## src/rtl/fix2flt_seq.sv

```systemverilog
// Signed fixed point to binary float converter, one normalising shift per clock.
// Latency: k+2 cycles from the accepting edge, where k is the number of left shifts.
// Backpressure: start is ignored while busy; there is no stall on the result side.
module fix2flt_seq #(
  parameter int IN_W   = 16,
  parameter int FRAC_W = 8,
  parameter int EXP_W  = 5,
  parameter int MAN_W  = 10
) (
  input  logic                     clk,
  input  logic                     reset,
  input  logic                     start,
  input  logic [IN_W-1:0]          din,
  output logic                     busy,
  output logic                     done,
  output logic [EXP_W+MAN_W:0]     dout,
  output logic                     inexact,
  output logic                     overflow,
  output logic                     underflow
);

  localparam int EW     = EXP_W + 2;
  localparam int BIAS   = (2 ** (EXP_W - 1)) - 1;
  localparam int E_INIT = BIAS + IN_W - 1 - FRAC_W;
  localparam int E_MAX  = (2 ** EXP_W) - 1;
  // Magnitude bits below the hidden bit, padded so guard/sticky always exist.
  localparam int FW     = IN_W + MAN_W;

  localparam logic signed [EW-1:0] E_INIT_S = EW'(E_INIT);
  localparam logic signed [EW-1:0] E_MAX_S  = EW'(E_MAX);
  localparam logic signed [EW-1:0] E_ONE_S  = EW'(1);

  localparam logic [1:0] S_IDLE  = 2'd0;
  localparam logic [1:0] S_NORM  = 2'd1;
  localparam logic [1:0] S_ROUND = 2'd2;

  logic [1:0]              state;
  logic                    sgn;
  logic [IN_W-1:0]         mag;
  logic signed [EW-1:0]    e;
  logic                    zflag;
  logic                    uflag;

  logic [FW-1:0]           ext;
  logic [MAN_W-1:0]        m;
  logic                    g;
  logic                    s;
  logic                    inc;
  logic [MAN_W:0]          m_sum;
  logic signed [EW-1:0]    e_fin;
  logic                    ovf;
  logic [EXP_W+MAN_W:0]    res;

  assign busy = (state != S_IDLE);

  // Round-to-nearest-even of the normalised magnitude and result packing.
  always_comb begin
    ext   = {mag[IN_W-2:0], {(MAN_W + 1){1'b0}}};
    m     = ext[FW-1 -: MAN_W];
    g     = ext[FW-1-MAN_W];
    s     = |ext[FW-2-MAN_W:0];
    inc   = g & (s | m[0]);
    m_sum = {1'b0, m} + {{MAN_W{1'b0}}, inc};
    e_fin = e + {{(EW-1){1'b0}}, m_sum[MAN_W]};
    ovf   = !zflag && (e_fin >= E_MAX_S);
    if (zflag)
      res = {sgn & uflag, {(EXP_W + MAN_W){1'b0}}};
    else if (ovf)
      res = {sgn, {EXP_W{1'b1}}, {MAN_W{1'b0}}};
    else
      res = {sgn, e_fin[EXP_W-1:0], m_sum[MAN_W-1:0]};
  end

  // Control FSM: capture, normalise one bit per cycle, round and publish.
  always_ff @(posedge clk or posedge reset) begin
    if (reset) begin
      state     <= S_IDLE;
      sgn       <= 1'b0;
      mag       <= '0;
      e         <= '0;
      zflag     <= 1'b0;
      uflag     <= 1'b0;
      done      <= 1'b0;
      dout      <= '0;
      inexact   <= 1'b0;
      overflow  <= 1'b0;
      underflow <= 1'b0;
    end else begin
      done <= 1'b0;
      case (state)
        S_IDLE: begin
          if (start) begin
            sgn   <= din[IN_W-1];
            // Most-negative input negates to itself, which is the correct magnitude unsigned.
            mag   <= din[IN_W-1] ? (~din + 1'b1) : din;
            e     <= E_INIT_S;
            zflag <= (din == '0);
            uflag <= 1'b0;
            // Zero also passes through NORM so the minimum latency is uniform.
            state <= S_NORM;
          end
        end
        S_NORM: begin
          if (zflag || mag[IN_W-1]) begin
            state <= S_ROUND;
          end else if (e == E_ONE_S) begin
            zflag <= 1'b1;
            uflag <= 1'b1;
            state <= S_ROUND;
          end else begin
            mag <= {mag[IN_W-2:0], 1'b0};
            e   <= e - E_ONE_S;
          end
        end
        S_ROUND: begin
          dout      <= res;
          inexact   <= g | s | ovf;
          overflow  <= ovf;
          underflow <= uflag;
          done      <= 1'b1;
          state     <= S_IDLE;
        end
        default: state <= S_IDLE;
      endcase
    end
  end

endmodule

```

## config.mk

```make
export PLATFORM = sky130hd
export DESIGN_NAME = fix2flt_seq
export DESIGN_NICKNAME = d
export VERILOG_FILES = /design/src/rtl/fix2flt_seq.sv
export SDC_FILE = /design/constraint.sdc
export NUM_CORES = 1
export LEC_CHECK = 0
export ABC_CLOCK_PERIOD_IN_PS = 3800
export BUFFER_PORTS_ARGS = -buffer_cell sky130_fd_sc_hd__buf_4
export CORE_MARGIN = 2
export CORE_UTILIZATION = 55
export DETAILED_ROUTE_END_ITERATION = 10
export HOLD_SLACK_MARGIN = 0.15
export PLACE_DENSITY = 0.82
export SYNTH_ARGS = -nofsm -noshare
export SYNTH_HDL_FRONTEND = slang
export SYNTH_SLANG_ARGS = --single-unit
```

## constraint.sdc

```tcl
create_clock -name clk -period 3.8 [get_ports clk]
set_input_delay 0.19 -clock clk [delete_from_list [all_inputs] [get_ports clk]]
set_output_delay 0.19 -clock clk [all_outputs]
set_load 0.02 [all_outputs]
```

==> flow_summary.ini <==
[run_status]
status = completed

[yosys]
synth_ff_type = dfrtp_1
synthTopCellsByArea = dfrtp_1 (42%), nand2_1 (5.7%), xnor2_1 (5.5%)
yosysUniqueCellTypes = 52
synth_top_family_by_area = compound AO/OA/AOI/OAI gates
postSynth.asyncResetShare = 1.00
synth_largest_area_cell = dfrtp_1
synth_mux_area_frac = 0.0317
ys_seq_elements = 48
yosys.area_share.adder = 0.0264
synth-simple-area-share = 0.190
postSynthAreaPerCell_um2 = 9.21
synth_compound_area_frac = 0.193
yosysTopAreaCellShare = 0.422
synthXorXnorAreaFrac = 0.0862
netlist_instances = 309
yosys_warnings = 0
synth_edf_count = 0
synth_seq_area_share = 0.422
synth_nets = 334
synth_area_um2 = 2850

[hold_path]
hold_depth = 3
hp-class = in -> reg

[clock_tree]
path_clk_slew_ns = 0.09
cts_tree = built
htree_num_levels = 2
worst_skew_pair.late_latency_ns = 0.30
cts_hold_buf = 1
clock-sinks = 48
root_buffer = clkbuf_8
cts_setup_buffers = 0
cts_resized = 0
clockBufferDepth = 2
numCtsBuffers = 5

[timing]
tightest_slew_ns = 0.968
period_needed_ns = 3.16
grt_setup_unrepaired = no
holdWs_ns = 0.173
fmax_ghz = 0.316
min_period_over_period = 0.832
final_hold_viol_count = 0
slew_violations = 0
slew_headroom = 0.354
clock_skew_ns = 0.0107
report.final.setup_viol = 0
setup_tns_ns = 0

[critical_path]
critical_path_arrival_ns = 3.38
worstRegToRegCells = 12
startpoint = mag[4]$_DFFE_PP0P_
start_kind = register
crit_type = reg -> reg
r2r_start = mag[4]$_DFFE_PP0P_
r2r_slack_ns = 0.64
crit_path_max_fanout = 7
worstSetupEndpoint = dout[14]$_DFFE_PP0P_
endpoint_kind = register
timing.rr.end = dout[14]$_DFFE_PP0P_
critical_path_required_ns = 4.02

[final_layout]
area_delta_synth_final_pct = 15.2
multi_input_area_um2 = 1500
final_cell_mix = dfrtp_1 (48), nand2_1 (43), buf_4 (42), nor2_1 (28), o21ai_0 (20)
layout.cells.most_common = dfrtp_1
regArea_um2 = 1200
final.fill_count = 432
finalNetCount = 367
drive_gt1_frac = 0.213
final_util = 0.650
diodes = 0

[power_and_ir_drop]
seq_power_share = 0.386
p_leak_uw = 0.00146
p_comb_frac = 0.451
p_per_area_nw_per_um2 = 747
switching_share = 0.426
clock_power_share = 0.163
ir_worst_vdd_v = 0.000461
switchingPower_uw = 1040
finalPower_uw = 2450
internal_power_uw = 1410

[grt]
grt_max_degree = 49
grt_pass1_wl_mm = 10.6
grt_pass1_vias = 2262
grt_antenna_before_repair = 0
grt_use_total = 0.222
gr-total-overflow = 0

[routing]
routed_wl_mm = 5.88
wl_per_cell_um = 14.2
postRouteAntennaNets = 0
vias = 2342
drcViolationCount = 0
drt-initial-drc-count = 131
avgViaCountPerCell = 5.67
first_pass_iters = 4

[place]
finalWeightedCongestion = 0.871
hpwlAfterDp_mm = 4.37
port_buffers = 39

[floorplanning]
coreArea_um2 = 5040
pin_count = 40
rows = 26
die_h_um = 75.9
start_util = 0.564
dieArea_um2 = 5760
die_x_um = 75.9

[flow_run]
cap_viol_max_count = 0
[flip-flops by register name (all words and copies together), names as in the netlist, 2 cells and up]
register and count:
mag 16, state 2, dout 16, e 7
[critical path, cell delays in order (launching register included)]
cell,delay [ns]
dfrtp_1,0.47
and2_1,0.16
ha_1,0.17
nand3_1,0.12
nor2_1,0.25
and3_1,0.20
ha_1,0.19
ha_1,0.23
xor2_1,0.21
a2bb2oi_1,0.09
o311a_1,0.32
or3_1,0.44
a31oi_1,0.23
[cell usage after synthesis (2+ instances only)]
library cell	instances
mux2i_1	9
buf_2	2
clkbuf_1	9
or3_1	7
xor2_1	10
a21oi_1	11
o21ai_2	11
ha_1	6
xnor2_1	18
buf_6	3
nand4_1	2
and3_1	3
nor2b_1	2
inv_1	8
o31ai_1	12
buf_4	2
dfrtp_1	48
nand3_1	7
o41ai_1	2
o211ai_1	2
o21ai_0	20
nor2_1	28
or4_1	2
nand2_1	43
o41ai_2	2
a31oi_1	4
nand2b_1	4
nor3_1	5
or2_2	4
[power groups by stage]
stage / combinational (µW) / sequential (µW) / clock [µW]
3_3_place_gp: 1080 / 935 / 0
2_1_floorplan: 783 / 964 / 0
5_1_grt: 1240 / 979 / 428
4_1_cts: 1120 / 942 / 409
6_report: 1100 / 944 / 400
3_5_place_dp: 1110 / 949 / 0
[per-stage QoR]
| stage | cell area [µm²] | setup WS [ns] | instances |
|---|---|---|---|
| global route | 3280 | 0.361 | 413 |
| floorplan | 2850 | 1.04 | 309 |
| detailed placement | 3140 | 0.708 | 404 |
| CTS | 3280 | 0.663 | 413 |
| finish | 3280 | 0.637 | 413 |
| global placement | 3140 | 0.911 | 404 |
[final cells by class]
type                    instances  area share
clock buffers                   7      0.0294
clock inverters                 1     0.00916
inverters                       9      0.0111
multi-input cells             235       0.458
flip-flops and latches         48       0.367
well taps                      70      0.0267
repair buffers                 43      0.0993
[how the worst min path moves through the flow]
stage,slack [ns],end,start
floorplan,0.35,mag[0]$_DFFE_PP0P_,din[0]
global placement,0.46,underflow$_DFFE_PP0P_,underflow$_DFFE_PP0P_
detailed placement,0.47,dout[2]$_DFFE_PP0P_,reset
CTS,0.17,mag[0]$_DFFE_PP0P_,din[0]
global route,0.18,mag[0]$_DFFE_PP0P_,din[0]
finish,0.17,mag[0]$_DFFE_PP0P_,din[0]
[logic make-up after synthesis]
logic type	Yosys count
AND/OR/NAND/NOR	114
AO/OA/AOI/OAI	78
flip-flops	48
XOR/XNOR	28
buffers and inverters	26
multiplexers	9
adder cells (fa/ha/maj)	6
[per-layer routing]
layer / GRT usage / up-vias / share of wire
met5: 0 / - / 0
met4: 0.0764 / 0 / 0.015
met2: 0.360 / 67 / 0.48
met3: 0.0321 / 11 / 0.056
met1: 0.307 / 1110 / 0.45
li1: - / 1154 / -
No activity file was read; power rests on OpenSTA's default activity.
